`src/rtl/updown_ctr_pkg.sv`:
```
// Shared constants for the up/down modulus counter and its helpers.
package updown_ctr_pkg;

    // Behaviour at the ends of the count range
    localparam int MODE_WRAP = 0;
    localparam int MODE_SAT  = 1;

    // Direction encoding, matches the raw board switch polarity
    localparam logic DIR_UP   = 1'b0;
    localparam logic DIR_DOWN = 1'b1;

endpackage

```
`src/rtl/sw_debounce.sv`:
```
// Switch conditioner: 2-flop synchroniser followed by a stable-count debouncer.
// The output only moves after DEB_CYCLES consecutive synchronised samples that
// disagree with it; any agreeing sample restarts the count.
module sw_debounce #(
    parameter int DEB_CYCLES = 4
) (
    input  logic clk,
    input  logic rst_n,
    input  logic sw_in,
    output logic sw_out
);

    // Counter only needs to reach DEB_CYCLES-1; the final agreeing sample commits.
    localparam int CW = (DEB_CYCLES < 2) ? 1 : $clog2(DEB_CYCLES);
    localparam logic [CW-1:0] CNT_LAST = CW'(DEB_CYCLES - 1);

    if (DEB_CYCLES < 1) begin : g_bad_deb
        $error("sw_debounce: DEB_CYCLES must be >= 1");
    end

    logic          r_sync1;
    logic          r_sync2;
    logic [CW-1:0] r_cnt;
    logic          r_out;

    // Bring the asynchronous switch into the clk domain
    always_ff @(posedge clk or negedge rst_n) begin
        if (!rst_n) begin
            r_sync1 <= 1'b0;
            r_sync2 <= 1'b0;
        end else begin
            r_sync1 <= sw_in;
            r_sync2 <= r_sync1;
        end
    end

    // Accept a new level only after it has been stable long enough
    always_ff @(posedge clk or negedge rst_n) begin
        if (!rst_n) begin
            r_cnt <= '0;
            r_out <= 1'b0;
        end else if (r_sync2 == r_out) begin
            r_cnt <= '0;
        end else if (r_cnt == CNT_LAST) begin
            r_cnt <= '0;
            r_out <= r_sync2;
        end else begin
            r_cnt <= r_cnt + CW'(1);
        end
    end

    assign sw_out = r_out;

endmodule

```
`src/rtl/updown_mod_counter.sv`:
```
// Up/down counter over 0..MOD_MAX with wrap or saturate at the ends,
// synchronous load, enable, debounced direction switch and a terminal-count pulse.
module updown_mod_counter
    import updown_ctr_pkg::*;
#(
    parameter int WIDTH      = 3,
    parameter int MOD_MAX    = 7,
    parameter int SAT_MODE   = 0,
    parameter int DEB_CYCLES = 4
) (
    input  logic             clk,
    input  logic             rst_n,
    input  logic             en,
    input  logic             dir_sw,
    input  logic             load,
    input  logic [WIDTH-1:0] load_val,
    output logic [WIDTH-1:0] count,
    output logic             dir,
    output logic             tc,
    output logic             at_max,
    output logic             at_min
);

    localparam logic [WIDTH-1:0] C_MAX = WIDTH'(MOD_MAX);
    localparam bit               C_SAT = (SAT_MODE == MODE_SAT);

    if (MOD_MAX > (2 ** WIDTH) - 1) begin : g_bad_max_hi
        $error("updown_mod_counter: MOD_MAX does not fit in WIDTH bits");
    end
    if (MOD_MAX == 0) begin : g_bad_max_zero
        $error("updown_mod_counter: MOD_MAX must be at least 1");
    end
    if (DEB_CYCLES < 1) begin : g_bad_deb
        $error("updown_mod_counter: DEB_CYCLES must be >= 1");
    end

    logic [WIDTH-1:0] r_count;
    logic             r_tc;
    logic             w_dir;
    logic [WIDTH-1:0] w_load_clamped;
    logic [WIDTH-1:0] w_count_next;
    logic             w_tc_next;

    // The debounced direction is already registered, so a step on the same
    // edge as a direction update naturally uses the old direction.
    sw_debounce #(
        .DEB_CYCLES (DEB_CYCLES)
    ) u_dir_deb (
        .clk    (clk),
        .rst_n  (rst_n),
        .sw_in  (dir_sw),
        .sw_out (w_dir)
    );

    assign w_load_clamped = (load_val > C_MAX) ? C_MAX : load_val;

    // Next-count mux: load beats enable beats hold; end steps raise tc.
    // Compares use >= / == 0 so no increment ever needs a carry bit.
    always_comb begin
        w_count_next = r_count;
        w_tc_next    = 1'b0;
        if (load) begin
            w_count_next = w_load_clamped;
        end else if (en) begin
            if (w_dir == DIR_UP) begin
                if (r_count >= C_MAX) begin
                    w_tc_next    = 1'b1;
                    w_count_next = C_SAT ? C_MAX : '0;
                end else begin
                    w_count_next = r_count + WIDTH'(1);
                end
            end else begin
                if (r_count == '0) begin
                    w_tc_next    = 1'b1;
                    w_count_next = C_SAT ? '0 : C_MAX;
                end else begin
                    w_count_next = r_count - WIDTH'(1);
                end
            end
        end
    end

    // Count and terminal-count registers
    always_ff @(posedge clk or negedge rst_n) begin
        if (!rst_n) begin
            r_count <= '0;
            r_tc    <= 1'b0;
        end else begin
            r_count <= w_count_next;
            r_tc    <= w_tc_next;
        end
    end

    assign count  = r_count;
    assign tc     = r_tc;
    assign dir    = w_dir;
    assign at_max = (r_count == C_MAX);
    assign at_min = (r_count == '0);

endmodule

```
`config.mk`:
```
export PLATFORM = sky130hd
export DESIGN_NAME = updown_mod_counter
export DESIGN_NICKNAME = d
export VERILOG_FILES = /design/src/rtl/updown_ctr_pkg.sv /design/src/rtl/sw_debounce.sv /design/src/rtl/updown_mod_counter.sv
export SDC_FILE = /design/constraint.sdc
export NUM_CORES = 1
export LEC_CHECK = 0
export CAP_MARGIN = 20
export CORE_AREA = 2 2 39 41
export CTS_CLUSTER_DIAMETER = 80
export CTS_CLUSTER_SIZE = 12
export DETAILED_ROUTE_END_ITERATION = 6
export DIE_AREA = 0 0 41 43
export HOLD_SLACK_MARGIN = 0.06
export PLACE_DENSITY = 0.67
export SYNTH_ARGS = -nofsm -noshare
export SYNTH_HDL_FRONTEND = slang
export SYNTH_SLANG_ARGS = --single-unit
```
`constraint.sdc`:
```
create_clock -name clk -period 1.3 [get_ports clk]
set_clock_uncertainty 0.1 [all_clocks]
set_input_delay 0.195 -clock clk [delete_from_list [all_inputs] [get_ports clk]]
set_output_delay 0.195 -clock clk [all_outputs]
set_load 0.05 [all_outputs]
```
---- Word level (Yosys, flattened, before mapping) ----
Cells that the tools add are included.
operators by class
  bitwise logic cells ..................... 1
  $add $sub $neg .......................... 3
  eq/ne operators ......................... 3
  reduce and logical (&&, ||, !) cells .... 3
  multiplexer cells ....................... 13
  $lt $le $gt $ge ......................... 2
operator list
  kind                                                                 count
  3-bit two-way mux                                                    6
  1-bit two-way mux                                                    5
  2-bit two-way mux                                                    2
  3-bit by 1-bit adder with 3-bit output (second input constant)       1
  3-bit == test (second input constant)                                1
  3-bit >= comparator (second input constant)                          1
  3-bit > comparator (second input constant)                           1
  3-bit zero test                                                      1
  3-bit by 1-bit subtractor with 3-bit output (second input constant)  1
  2-bit by 1-bit adder with 2-bit output (second input constant)       1
  2-bit == test (second input constant)                                1
  2-bit AND reduction                                                  1
  2-bit nonzero test                                                   1
  1-bit == test                                                        1
  1-bit inverter                                                       1
storage, ports and cells
  output and inout port bits .............. 7
  flip-flop bits (word level) ............. 9
  input port bits ......................... 8
  word-level logic and storage cells ...... 31

---- Depth between registers and ports, before layout ----
  depth after elaboration ................. 5
  mapped depth ............................ 5

---- By module ----
Synthesis repeated with hierarchy kept, for this count alone.
second synthesis, totals
  cell total of the unflattened synthesis .. 42
  area, all modules ....................... 475.5 um^2
modules (own cells, without submodules)
  module              area each (um^2)  cells each  times used
  updown_mod_counter  301.5             32          1
  sw_debounce         173.9             10          1

---- Least setup slack after synthesis ----
No wires, ideal clock.
  kind .................................... reg2reg
  start ................................... register r_count[0], in the netlist count[0]
  end ..................................... register r_count[0], in the netlist count[0]
  path slack .............................. -953 ps
  clock period less this slack ............ 2253 ps
  cell stages (with the launch flop) ...... 6
  setup time .............................. 65 ps
  arrival ................................. 2088 ps
  cell sequence ........................... dfrtp_1 > inv_1 > ha_1 > nor2b_1 > a221o_1 > a22o_1
on the way
  word-level cells in the longest chain between the ends .. 5
  elaborated cells between the ends (all ways) .. 9
  those cells by class .................... add/sub: 2; order compare: 1; mux: 5; reduce/logical: 1
ends and longest elaborated chain
  item                    line                      source
  from (decl)             updown_mod_counter.sv:37  logic [WIDTH-1:0] r_count;
  from (signal assigned)  updown_mod_counter.sv:89  r_count <= w_count_next;
  3-bit zero test         --
  named net at_min        updown_mod_counter.sv:21  output logic at_min
  3-bit two-way mux       updown_mod_counter.sv:73  if (r_count == '0) begin
  3-bit two-way mux       updown_mod_counter.sv:65  if (w_dir == DIR_UP) begin
  3-bit two-way mux       updown_mod_counter.sv:64  end else if (en) begin
  3-bit two-way mux       updown_mod_counter.sv:62  if (load) begin
The timed path passes the listed nets, and every way through them passes these cells. The select of a mux whose other input is x is not followed.
A chain may end at the register's enable or synchronous reset.

---- Final worst setup path ----
  start ................................... register r_count[1], in the netlist count[1]
  end ..................................... output at_min
on the way
  word-level cells in the longest chain between the ends .. 1
ends and longest elaborated chain
  item             line                      source
  3-bit zero test  updown_mod_counter.sv:98  assign at_min = (r_count == '0);
  to (decl)        updown_mod_counter.sv:21
Every way passes these cells.

==> summary.md <==
| Metric | Value |
|---|---|
| Max Cap Viol | 0 |
| Delay-heaviest family, CP | flip-flops |
| Worst slack, placed | -0.179 ns |
| Unrepaired setup endpoints after global routing | true |
| Critical Path Max Stage Delay | between 0.4 and 0.5 ns |
| Die Area | around 1800 um^2 |
| Seq/Total Area, Yosys | 0.472 |
| FILL cells | 92 |
| Most frequent cells in the layout | 15 x buf_4, 7 x clkdlybuf4s50_1, 7 x buf_12, 5 x buf_6, 5 x dfrtp_1 |
| Share of layout cells above drive strength 1 | 0.543 |
| Latest clock arrival within the worst-skew pair | between 0.2 and 0.3 ns |
| Critical Path RT | 1.00 ns |
| Final-stage net count | 95 |
| Asr flop ratio synth | 1.00 |
| Final setup fails | 6 |
| Clock Tree Buf Depth | 2 |
| H-tree level count | 1 |
| # diodes | 0 |
| Clock slew at reported path FFs | about 0.06 ns |
| Outcome | complete, but fails checks |
| Most common cell after layout, fill and taps aside | buf_4 |
| Final WL | roughly 1.3 mm |
| CTS tree | built |
| Mapped Cells | 44 |
| Clock root buffer | clkbuf_4 |
| Via count | around 470 |
| Failing checks | setup timing |
| Yosys warns | 0 |
| Sinks on Clock Net | 9 |
| Register area | about 230 um^2 |
| Peak Freq | between 600 and 700 MHz |
| Avg Vias per Cell | 4.88 |
| Syn_area_per_cell | 10.8 um^2 |
| Core region area | 1380 um^2 |
| Post-DRT Antenna Nets | 0 |
| Cts hold-fix bufs | 0 |
| Worst-Margin Slew | a little under 0.4 ns |
| Slowest-stage cell, CP | dfrtp_2 |
| Seq cells post-synth | 9 |
| Peak supply drop | 1.02 mV |
| First-pass GRT wire length | around 2.1 mm |
| Initial antenna violation count | 0 |
| Die width | 41 um |
| Static leakage | ~0.44 nW |
| DRT iter0 DRCs | 5 |
| Class of the worst hold path | primary input to async pin |
| Die Ht | 43 um |
| Cell chain of the critical path | inv_2 -> ha_4 -> nor2b_4 -> buf_6 -> buf_12 |
| WP buf/inv | 3 |
| Multi-input logic area | between 300 and 400 um^2 |
| R2R cell count | 6 |
| Drc violations | 0 |
| Cell variety after synth | 22 |
| Syn Std Cell Area | about 480 um^2 |
| Final WS setup | -0.290 ns |
| Row count | 14 |
| Number of port buffers | 14 |
| Routed len/inst | ~14 um |
| Initial Utilization | 0.344 |
| First-pass DRT Iterations | 3 |
| Peak fanout along the critical path | 4 |
| Worst Hold Slack | 0.122 ns |
| Post-layout util | 0.704 |
| FF-to-FF setup slack | -0.28 ns |
| Largest net degree at the start of global routing | 10 |
| Pins Over Slew Limit | 0 |
| Fin crit period | 1.59 ns |
| Startpoint Class | flip-flop |
| GRT Overall Usage | 0.185 |
| Tcrit/Tclk final | 1.22 |
| Vias in the first global route | 503 |
| Cell area power density | roughly 1700 nW/um^2 |
| Worst EP arrival | 1.29 ns |
| Grt total ovfl | 0 |
| Inserted Clock Buffers | 3 |
| Final Hold Violating Endpoints | 0 |
| Critical path capture point type | output pin |
| Syn nets | between 50 and 60 |
| Relative slew slack | 0.737 |
| Main synth FF type | dfrtp_1 |
| IO Pins | 15 |
| R2R Path End | count[0]$_DFFE_PN0P_ |
| EDFF count, synth | 0 |
| Worst r2r src | count[1]$_DFFE_PN0P_ |
| Area Overhead vs Synth | 104% |
| GP Congestion | 0.779 |
| Hpwl dp | 859 um |
| Worst Setup Path Type | flip-flop to output pin |
-- flip-flops by register name, indices dropped and copies added (netlist names) --
signal / cells
count: 3
u_dir_deb.r_cnt: 2
tc: 1
u_dir_deb.r_sync1: 1
u_dir_deb.r_sync2: 1
u_dir_deb.sw_out: 1
-- worst reg2reg max path, delay by kind of cell (launching register included) --
family / cells / cell delay (ns)
AO/OA/AOI/OAI: 2 / 0.50
buffers and inverters: 2 / 0.19
adder cells (fa/ha/maj): 1 / 0.16
flip-flops: 1 / 0.41
AND/OR/NAND/NOR: 1 / 0.13
-- per-stage QoR --
step	std cells	total power, mW	TNS, ns	instance area (um^2)
2_1_floorplan	44	0.870	-1.27	515
3_3_place_gp	86	1.28	-0.435	832
3_5_place_dp	86	1.30	-0.581	832
4_1_cts	94	1.60	-1.02	928
5_1_grt	97	1.79	-1.63	975
6_report	97	1.69	-1.23	975
-- synth_stat cells, drive strengths merged, types with 2 or more instances --
master	number	share of area
ha	5	0.13
nor2b	3	0.039
nand2	3	0.024
inv	4	0.031
o21ai	3	0.031
a21oi	2	0.021
dfrtp	9	0.47
nand3	2	0.021
-- routing by layer --
metal  up-vias  global-route usage  part of all wire
met2        13               0.272              0.55
met5         -                   0                 0
met3         2               0.105             0.053
met4         0              0.0800             0.015
met1       230               0.211              0.38
li1        228                   -                 -
-- what timing repair did --
item	in CTS	in global routing
endpoints found under the setup margin	7	10
resized for setup	7	5
buffers inserted	4	4
pin swaps	5	4
-- cells by family after synthesis --
kind of cell / Yosys count / share of synthesized area
compound gates: 8 / 0.110
xor+xnor: 2 / 0.0368
fa+ha+maj: 5 / 0.131
buf+inv: 5 / 0.0551
flops: 9 / 0.472
mux: 1 / 0.0210
simple gates: 14 / 0.173
-- worst max path at each step --
stage / startpoint / to / slack (ns) / depth (start not counted)
after floorplan: count[0]$_DFFE_PN0P_ / count[0]$_DFFE_PN0P_ / -0.41 / 5
after global placement: en / count[0]$_DFFE_PN0P_ / -0.17 / 4
after detailed placement: en / count[0]$_DFFE_PN0P_ / -0.18 / 4
after CTS: count[1]$_DFFE_PN0P_ / at_min / -0.28 / 5
after global routing: count[1]$_DFFE_PN0P_ / at_min / -0.34 / 5
final: count[1]$_DFFE_PN0P_ / at_min / -0.29 / 5
-- power by group --
group          total (mW)  leakage (nW)  internal (mW)  switching [mW]
combinational        1.06         0.313          0.578           0.478
sequential          0.428         0.107          0.355          0.0734
clock               0.211        0.0150          0.118          0.0935
total                1.69         0.435           1.05           0.644
-- cell type report --
type | count | area share
Clock buffer | 4 | 0.0270
Inverter | 4 | 0.0154
Multi-Input combinational cell | 30 | 0.312
Sequential cell | 9 | 0.236
Tap cell | 16 | 0.0205
Timing Repair Buffer | 34 | 0.389
Note: power is estimated with default switching activity, not from simulation.
==> edit (same settings) <==
`DEB_CYCLES` is set to 4 in 2 places; all go to 2.
--- a/src/rtl/sw_debounce.sv
+++ b/src/rtl/sw_debounce.sv
@@ -4,3 +4,3 @@
 module sw_debounce #(
-    parameter int DEB_CYCLES = 4
+    parameter int DEB_CYCLES = 2
 ) (
--- a/src/rtl/updown_mod_counter.sv
+++ b/src/rtl/updown_mod_counter.sv
@@ -8,3 +8,3 @@
     parameter int SAT_MODE   = 0,
-    parameter int DEB_CYCLES = 4
+    parameter int DEB_CYCLES = 2
 ) (
Behaviour: not the same (a bounded check fails within 10 cycles, from zero or initial values and one cycle with rst_n low).
==> edit against the original RTL <==
- the run still ends with negative setup slack left
- area after synthesis fell by 7.6%
- sequential cell count is 1 lower
- worst setup slack worse by 0.0095 ns
- total power down 10%
- cell area down 8.6%
- synthesized cell count shrank 11%
- wire length shrank 15%
- critical endpoint unchanged
- highest routed layer unchanged
==> edit: results (changes against the original RTL) <==
* Layout cell share with drive strength beyond 1 at 0.571 (+0.0282)
* Outcome: complete, but fails checks
* R2R cell count at 5 (-1)
* Peak supply drop at 955 µV (-6.4%)
* Routed length per instance at 13.0 µm (-4.1%)
* Max-slew headroom at 0.760 (+0.0233)
* Leakage at 0.378 nW (-13%)
* Number of global-route vias before repair at 431 (-14%)
* Post-synth cell types at 21 (-4.5%)
* TritonRoute pass-1 iters at 4 (+1)
* First DRT Iteration DRCs at 3 (-2)
* Violated checks: negative setup slack
* Data arrival time of the worst path at 1.30 ns
* Psw at 0.575 mW (-11%)
* Final GP Congestion at 0.895 (+15%)
* Top cells by area, synth: dfrtp_1 (45%), ha_1 (11%), a2111oi_2 (3.4%), a311oi_2 (3.4%), inv_1 (3.4%)
* GRT Resource Usage Total at 0.172 (-0.0129)
* Register area share after synthesis at 0.455 (-0.0179)
* Worst-path fanout max at 3 (-1)
* Setup slack after layout at -0.299 ns (-0.00954 ns)
* Detailed placement HPWL at 813 µm (-5.4%)
* Largest net degree at the start of global routing at 9 (-1)
* Hold Worst Slack at 0.106 ns (-0.0161 ns)
* Setup Buffers After CTS at 2 (-2)
* Placed Area at 787 µm² (-5.4%)
* Reg2reg end: count[1]$_DFFE_PN0P_
* Crit. Startpoint: count[0]$_DFFE_PN0P_
* Post-Synthesis Net Count at 51 (-11%)
* Post-cts sizing count at 12 (+5)
* Initial antenna violation count at 0 (unchanged)
* Vias/cell at 4.78 (-2.0%)
* Nets at 83 (-13%)
* Top cells by count, synth: dfrtp_1 (8), ha_1 (4), inv_1 (4)
* First-pass GRT wire length at 1950 µm (-8.2%)
* Final setup vio count at 8 (+2)
* Register-to-Register Setup Slack at -0.29 ns
[edit: cell count changes after synthesis, moves of 2 or more]
cell	change
a21oi_1	-2
a31oi_1	+2
nand3_1	-2
o21ai_1	-2
[edit: area by class of cell]
class | instances | area (µm²)
fill | 115 | 493
timing repair buffer | 27 | 327
multi-input combinational | 27 | 295
tap | 16 | 20.0
clock buffer | 4 | 26.3
sequential | 8 | 205
inverter | 4 | 17.5
[edit: cells by family (layout without fill, tap and decap cells)]
kind of cell             count (synthesis)  after routing  share of synthesized area
adder cells (fa/ha/maj)                  4              4                      0.114
AO/OA/AOI/OAI                            9              9                      0.187
flip-flops                               8              8                      0.455
buffers and inverters                    4             35                     0.0341
AND/OR/NAND/NOR                         12             12                      0.165
XOR/XNOR                                 1              1                     0.0199
multiplexers                             1              1                     0.0256
[edit: power groups by stage]
stage / clock [mW] / combinational [mW] / sequential [mW]
2_1_floorplan: 0 / 0.269 / 0.525
3_3_place_gp: 0 / 0.772 / 0.390
3_5_place_dp: 0 / 0.782 / 0.394
4_1_cts: 0.221 / 0.883 / 0.394
5_1_grt: 0.243 / 0.975 / 0.397
6_report: 0.211 / 0.914 / 0.392
[edit: through the flow]
step	instances	TNS [ns]	worst slack, ns
2_1_floorplan	39	-1.52	-0.439
3_3_place_gp	79	-0.869	-0.280
3_5_place_dp	79	-0.970	-0.284
4_1_cts	85	-1.53	-0.303
5_1_grt	86	-2.06	-0.365
6_report	86	-1.53	-0.299
[edit: worst max-delay path, stage by stage (launching register included)]
cell and delay [ns]:
dfrtp_2 0.41, inv_4 0.06, ha_4 0.16, buf_6 0.10
and2b_4 0.16, buf_12 0.14
[edit: layer usage]
layer,global-route usage,wire [µm],vias to the layer above
met1,0.208,474,188
met2,0.250,559,16
li1,-,-,204
met5,0,0,-
met4,0.0800,17,0
met3,0.0785,71,3
